### src/rtl/integrate_dump.sv
// Integrate-and-dump correlator: sums DUMP_LEN signed products, then rescales
// the sum with round-half-up and saturation into one handshaked output sample.
module integrate_dump #(
  parameter int IN_W     = 40,
  parameter int OUT_W    = 24,
  parameter int DUMP_LEN = 16,
  parameter int SHIFT    = 20
) (
  input  logic                        clk,
  input  logic                        reset,
  input  logic                        i_valid,
  input  logic [IN_W-1:0]             i_prod,
  input  logic                        i_clear,
  input  logic                        i_ready,
  output logic                        o_ready,
  output logic [OUT_W-1:0]            o_data,
  output logic                        o_valid,
  output logic                        o_sat,
  output logic [$clog2(DUMP_LEN)-1:0] o_count
);

  localparam int CNT_W = $clog2(DUMP_LEN);
  localparam int ACC_W = IN_W + CNT_W;

  localparam logic [CNT_W-1:0]        LAST_IDX = CNT_W'(DUMP_LEN - 1);
  localparam logic signed [ACC_W:0]   ROUND    = {{ACC_W{1'b0}}, 1'b1} << (SHIFT - 1);
  localparam logic signed [ACC_W:0]   SAT_MAX  = {{(ACC_W + 2 - OUT_W){1'b0}}, {(OUT_W - 1){1'b1}}};
  localparam logic signed [ACC_W:0]   SAT_MIN  = {{(ACC_W + 2 - OUT_W){1'b1}}, {(OUT_W - 1){1'b0}}};
  localparam logic [OUT_W-1:0]        OUT_MAX  = {1'b0, {(OUT_W - 1){1'b1}}};
  localparam logic [OUT_W-1:0]        OUT_MIN  = {1'b1, {(OUT_W - 1){1'b0}}};

  logic signed [ACC_W-1:0] acc;
  logic signed [ACC_W-1:0] acc_nxt;
  logic signed [ACC_W-1:0] sum;
  logic signed [ACC_W:0]   rounded;
  logic signed [ACC_W:0]   scaled;
  logic [CNT_W-1:0]        count_nxt;
  logic [OUT_W-1:0]        data_nxt;
  logic                    sat_nxt;
  logic                    valid_nxt;
  logic                    last;
  logic                    accept;
  logic                    final_accept;
  logic                    drain;

  // Only the window-closing sample can stall, and clear cycles never consume.
  assign last         = (o_count == LAST_IDX);
  assign o_ready      = !i_clear && !(last && o_valid && !i_ready);
  assign accept       = i_valid && o_ready;
  assign final_accept = accept && last;
  assign drain        = o_valid && i_ready;

  assign sum     = acc + {{CNT_W{i_prod[IN_W-1]}}, i_prod};
  assign rounded = {sum[ACC_W-1], sum} + ROUND;
  assign scaled  = rounded >>> SHIFT;

  always_comb begin
    acc_nxt   = acc;
    count_nxt = o_count;
    data_nxt  = o_data;
    sat_nxt   = o_sat;
    valid_nxt = o_valid;

    if (drain) valid_nxt = 1'b0;

    if (i_clear) begin
      acc_nxt   = '0;
      count_nxt = '0;
    end else if (final_accept) begin
      acc_nxt   = '0;
      count_nxt = '0;
      valid_nxt = 1'b1;
      if (scaled > SAT_MAX) begin
        data_nxt = OUT_MAX;
        sat_nxt  = 1'b1;
      end else if (scaled < SAT_MIN) begin
        data_nxt = OUT_MIN;
        sat_nxt  = 1'b1;
      end else begin
        data_nxt = scaled[OUT_W-1:0];
        sat_nxt  = 1'b0;
      end
    end else if (accept) begin
      acc_nxt   = sum;
      count_nxt = o_count + CNT_W'(1);
    end
  end

  always_ff @(posedge clk) begin
    if (!reset) begin
      acc     <= '0;
      o_count <= '0;
      o_data  <= '0;
      o_valid <= 1'b0;
      o_sat   <= 1'b0;
    end else begin
      acc     <= acc_nxt;
      o_count <= count_nxt;
      o_data  <= data_nxt;
      o_valid <= valid_nxt;
      o_sat   <= sat_nxt;
    end
  end

endmodule

### config.mk
export PLATFORM = sky130hd
export DESIGN_NAME = integrate_dump
export DESIGN_NICKNAME = d
export VERILOG_FILES = /design/src/rtl/integrate_dump.sv
export SDC_FILE = /design/constraint.sdc
export NUM_CORES = 1
export LEC_CHECK = 0
export CORE_ASPECT_RATIO = 0.6
export CORE_UTILIZATION = 57
export DETAILED_ROUTE_END_ITERATION = 16
export PLACE_DENSITY = 0.82
export SKIP_CTS_REPAIR_TIMING = 1
export SLEW_MARGIN = 30
export SYNTH_ARGS = -nofsm -noshare
export SYNTH_HDL_FRONTEND = slang
export SYNTH_SLANG_ARGS = --single-unit
### constraint.sdc
create_clock -name clk -period 6 [get_ports clk]
set_input_delay 1.2 -clock clk [delete_from_list [all_inputs] [get_ports clk]]
set_output_delay 1.2 -clock clk [all_outputs]
set_load 0.1 [all_outputs]
Yosys cells after proc, flatten, opt, wreduce, memory -nomap -nowiden
Cells that the tools add are included.
{"block": "op_classes", "n_addsub": 3, "n_lt_le_gt_ge": 2, "n_eq_ne": 1, "muxes": 7, "bitwise": 2, "n_reduce_logical": 11}
{"cell": "$mux 24", "n": 2}
{"cell": "$add 44x21->45 const B", "n": 1}
{"cell": "$add 44x44->44", "n": 1}
{"cell": "$gt 25x24->1 const B", "n": 1}
{"cell": "$lt 25x24->1 const B", "n": 1}
{"cell": "$logic_and 1x1->1", "n": 6}
{"cell": "$mux 1", "n": 5}
{"cell": "$add 4x1->4 const B", "n": 1}
{"cell": "$eq 4x4->1 const B", "n": 1}
{"cell": "$logic_not 1->1", "n": 3}
{"cell": "$reduce_or 3->1", "n": 1}
{"cell": "$not 1->1", "n": 2}
{"cell": "$reduce_and 2->1", "n": 1}
{"block": "totals", "reg_bits": 74, "inputBits": 45, "output_inout_bits": 31, "word_cells": 31}

Longest topological paths before layout
{"block": "logic_depth", "word_depth": 9, "depth_mapped": 15, "mapped_depth_nobuf": 14}

Least setup slack after synthesis
OpenSTA, ideal clock, no wires.
{"block": "synth_timing", "path_kind": "input-to-reg", "from": "input port i_prod[0]", "to": "register o_data[12]", "setup_ns": 0.119, "arrival_ns": 4.700, "t_required_ns": 5.881, "slack_ns": 1.180, "cell_stages": 15, "path_buffers": 1, "cell_sequence": "ha_1 fa_1 a21o_1 a221o_1 a221oi_4 o21ai_0 a21oi_1 xnor2_1 nand4_1 nor3b_2 nand4_4 nor4b_4 buf_6 nor2_1 o221a_1"}
{"block": "synth_via", "elab_chain_len": 5, "word_cells_on_any_way": 6, "classes_between": "2 x add/sub; 2 x order compare; 2 x mux"}
{"item": "from (decl)", "line_no": "12", "text": "input logic [IN_W-1:0] i_prod,"}
{"item": "$add 44x44->44 (*)", "line_no": "53", "text": "assign sum = acc + {{CNT_W{i_prod[IN_W-1]}}, i_prod};"}
{"item": "$add 44x21->45 (*)", "line_no": "54", "text": "assign rounded = {sum[ACC_W-1], sum} + ROUND;"}
{"item": "$lt 25x24->1", "line_no": "76", "text": "end else if (scaled < SAT_MIN) begin"}
{"item": "$mux 24", "line_no": "76"}
{"item": "$mux 24 (*)", "line_no": "73", "text": "if (scaled > SAT_MAX) begin"}
{"item": "to (signal assigned)", "line_no": "99", "text": "o_data <= data_nxt;"}
{"item": "to (decl)", "line_no": "16", "text": "output logic [OUT_W-1:0] o_data,"}
Mark *: on every way between the ends. The rest lies on a longest branch, timed or not.
A chain may end at the register's enable or synchronous reset.

Final worst setup path
{"block": "layout_timing", "from": "input port i_prod[19]", "to": "register o_data[10]"}
The elaborated chain is that of the path after synthesis.

==> metrics.txt <==
H-tree Lvls 3; Final Slew Violations 0; Mapped Nets 897; register bit total from synthesis 74; Cells after Synth 806; CTS Sinks 74; CP bufs+invs 2; Max Cap Violations 0; final worst-path cycle share 92.4%; Int Power 0.000938 W; Post-synth EDFFs 0; drt total wl 19,000 um; CTS Buffer Depth 2; die height 82.6 um; Synth Area in Compound Gates 28.1%; slowest CP cell o21ai_0; crit-path max FO 11; Port Buf Inserts 75; Clk pwr share 41.2%; ant diodes 0; fin nets 953; CP top delay family compound AO/OA/AOI/OAI gates; Post-synth ARST share 0%; fraction of the yosys area taken by sequential cells 24.0%; critical path type input port to flip-flop; initial antenna violation count 0; DRC errors left 0; largest net degree at the start of global routing 49; Gate power share 21.7%; Placer Congestion 0.986; status complete, no violations; GRT Util Overall 34.3%; setup TNS 0 ns; post-synthesis xor/xnor area fraction 6.93%; Die Area 0.0113 mm2; Tmin final 5.54 ns; final hold vios 0; Cell Chain, Critical Path clkdlybuf4s50_1 > ha_1 > a21oi_1 > o21ai_0 > nor3_1 > a21oi_1 > xnor2_1 > and2b_2 > nand4_2 > or3_1 > nor4b_4 > buf_4 > a21oi_1 > o221a_2; static leakage 2.74 nW; Initial DRC Count 733; Post-synth top flop dfxtp_1; TritonCTS Buffers 9; Sw Share 31.0%; mux cell area share after synthesis 0.507%; largest family of logic cells by synthesized area compound AO/OA/AOI/OAI gates; post-route ant nets 0; Layout fillers 857; CP dominant cell by count a21oi_1; multi-input logic area 0.00438 mm2; Clock Root Buffer clkbuf_16; Max-slew headroom 31.7%; register area 0.00148 mm2; HP Class flip-flop to flip-flop; IO Count 76; power per cell area 188 mW/mm2; Routed WL per cell 19.0 um; IR drop worst, VDD 0.181 mV; Synth cell types 90; area grow syn2layout 17.1%; clock skew 0.0132 ns; most frequent cells in the layout 122 x nand2_1, 100 x a21oi_1, 74 x dfxtp_1, 74 x clkdlybuf4s50_1, 72 x nor2_1; # rows 28; sw power 0.000421 W; measured slew at the worst slew-check pin 1.02 ns; Finish-stage setup viols 0; CP Capture Type flip-flop; Worst EP required 6.23 ns; total gr overflow 0; simple-gate share of the synthesized area 25.9%; Worst setup SP type input port; warnings from Yosys 0; share of layout cells above drive strength 1 9.11%; Post-Synth Adder-Cell Area 9.45%; clock-pin slew on the worst setup and hold paths 0.07 ns; placed wire-length estimate 14,700 um; Fin Hold WS 0.458 ns; synthesized area 0.00617 mm2; vias per cell 6.48; worst-skew pair later-pin latency 0.35 ns; RSZ-0062 raised after global routing false; Die Width 136 um; achievable frequency 0.180 GHz; first-pass GRT wire length 29,500 um; vias 6,492; CTS tree done; vias in the first global route 5,692; starting density of the core 60.5%; CP peak stage delay 0.63 ns; critical path arrival 5.77 ns; leading cell type in the layout, fill and taps excluded nand2_1; core area 0.0102 mm2; Syn Area/Cell 7.66 um2; DR pass1 iterations 5; sequential fraction of design power 37.0%
routing by layer:
layer | vias up | wire length, um | GRT usage [%]
li1 | 3090 | - | -
met1 | 3060 | 9100 | 49.9
met2 | 319 | 7720 | 51.2
met3 | 23 | 1970 | 7.57
met4 | 0 | 253 | 7.00
met5 | - | 0 | 0
final timing paths:
check / startpoint / end / slack [ns] / cells past startpoint
hold reg to reg: acc[9]$_SDFFE_PP0P_ / acc[9]$_SDFFE_PP0P_ / 0.46 / 2
setup / recovery: i_prod[19] / o_data[10]$_SDFFE_PN0P_ / 0.46 / 14
hold / removal: acc[9]$_SDFFE_PP0P_ / acc[9]$_SDFFE_PP0P_ / 0.46 / 2
setup reg to reg: acc[19]$_SDFFE_PP0P_ / o_data[10]$_SDFFE_PN0P_ / 1.43 / 13
cells in the mapped netlist (8+ instances only):
| cell type | instances | share of area, % |
|---|---|---|
| nand2_1 | 122 | 7.4 |
| o21ai_0 | 37 | 3.0 |
| nor2_1 | 73 | 4.4 |
| nand3_1 | 27 | 2.2 |
| xnor2_1 | 24 | 3.4 |
| o221a_2 | 16 | 2.9 |
| o221a_1 | 9 | 1.6 |
| and3_1 | 9 | 0.91 |
| ha_1 | 45 | 9.1 |
| and2_1 | 11 | 1.1 |
| dfxtp_1 | 74 | 24 |
| a21oi_1 | 100 | 8.1 |
| inv_1 | 14 | 0.85 |
| nor3_1 | 22 | 1.8 |
| xor2_1 | 23 | 3.3 |
| a21o_1 | 12 | 1.5 |
| nand4_1 | 15 | 1.5 |
| buf_2 | 8 | 0.65 |
| a211oi_1 | 8 | 0.97 |
| clkbuf_1 | 18 | 1.1 |
| or3_1 | 11 | 1.1 |
layout make-up:
cell class / count / area share (%)
tap: 135 / 2.34
clock inverter: 6 / 0.918
timing repair buffer: 89 / 11.8
multi-input combinational: 674 / 60.6
sequential: 74 / 20.5
inverter: 14 / 0.727
clock buffer: 10 / 3.17
per-stage QoR:
stage	instance area [um2]	std cells	utilization (%)	setup slack, ns	total power, W
after global placement	6930	986	68.0	0.318	0.000795
after floorplan	6170	806	-	1.18	0.000715
final	7230	1002	70.9	0.459	0.00136
after global routing	7230	1002	70.9	0.251	0.00141
after CTS	7230	1002	70.9	0.529	0.00136
after detailed placement	6940	986	68.0	0.210	0.000801
logic make-up (layout without fill, tap and decap cells):
kind of cell             after synthesis  after routing
buffers and inverters                 58            119
adder cells (fa/ha/maj)               46             46
multiplexers                           3              3
AND/OR/NAND/NOR                      327            327
AO/OA/AOI/OAI                        250            250
flip-flops                            74             74
XOR/XNOR                              48             48
flip-flops by register name (all words and copies together) (netlist names):
name and flops:
acc 44, o_data 24, o_count 4, o_sat 1, o_valid 1
worst reg2reg max path, cell delays in order (launching register included):
cell and delay, ns:
dfxtp_1 0.32, ha_1 0.48, a21oi_1 0.18, o21ai_0 0.63
nor3_1 0.14, a21oi_1 0.54, xnor2_1 0.26, and2b_2 0.32
nand4_2 0.14, or3_1 0.47, nor4b_4 0.44, buf_4 0.25
a21oi_1 0.06, o221a_2 0.23
power groups by stage:
| stage | Clock (W) | Sequential, W | Combinational [W] |
|---|---|---|---|
| global route | 0.000587 | 0.000504 | 0.000319 |
| CTS | 0.000564 | 0.000503 | 0.000289 |
| finish | 0.000560 | 0.000503 | 0.000295 |
| floorplan | 0 | 0.000515 | 0.000200 |
| global placement | 0 | 0.000514 | 0.000281 |
| detailed placement | 0 | 0.000514 | 0.000287 |
Note: power is estimated with default switching activity, not from simulation.
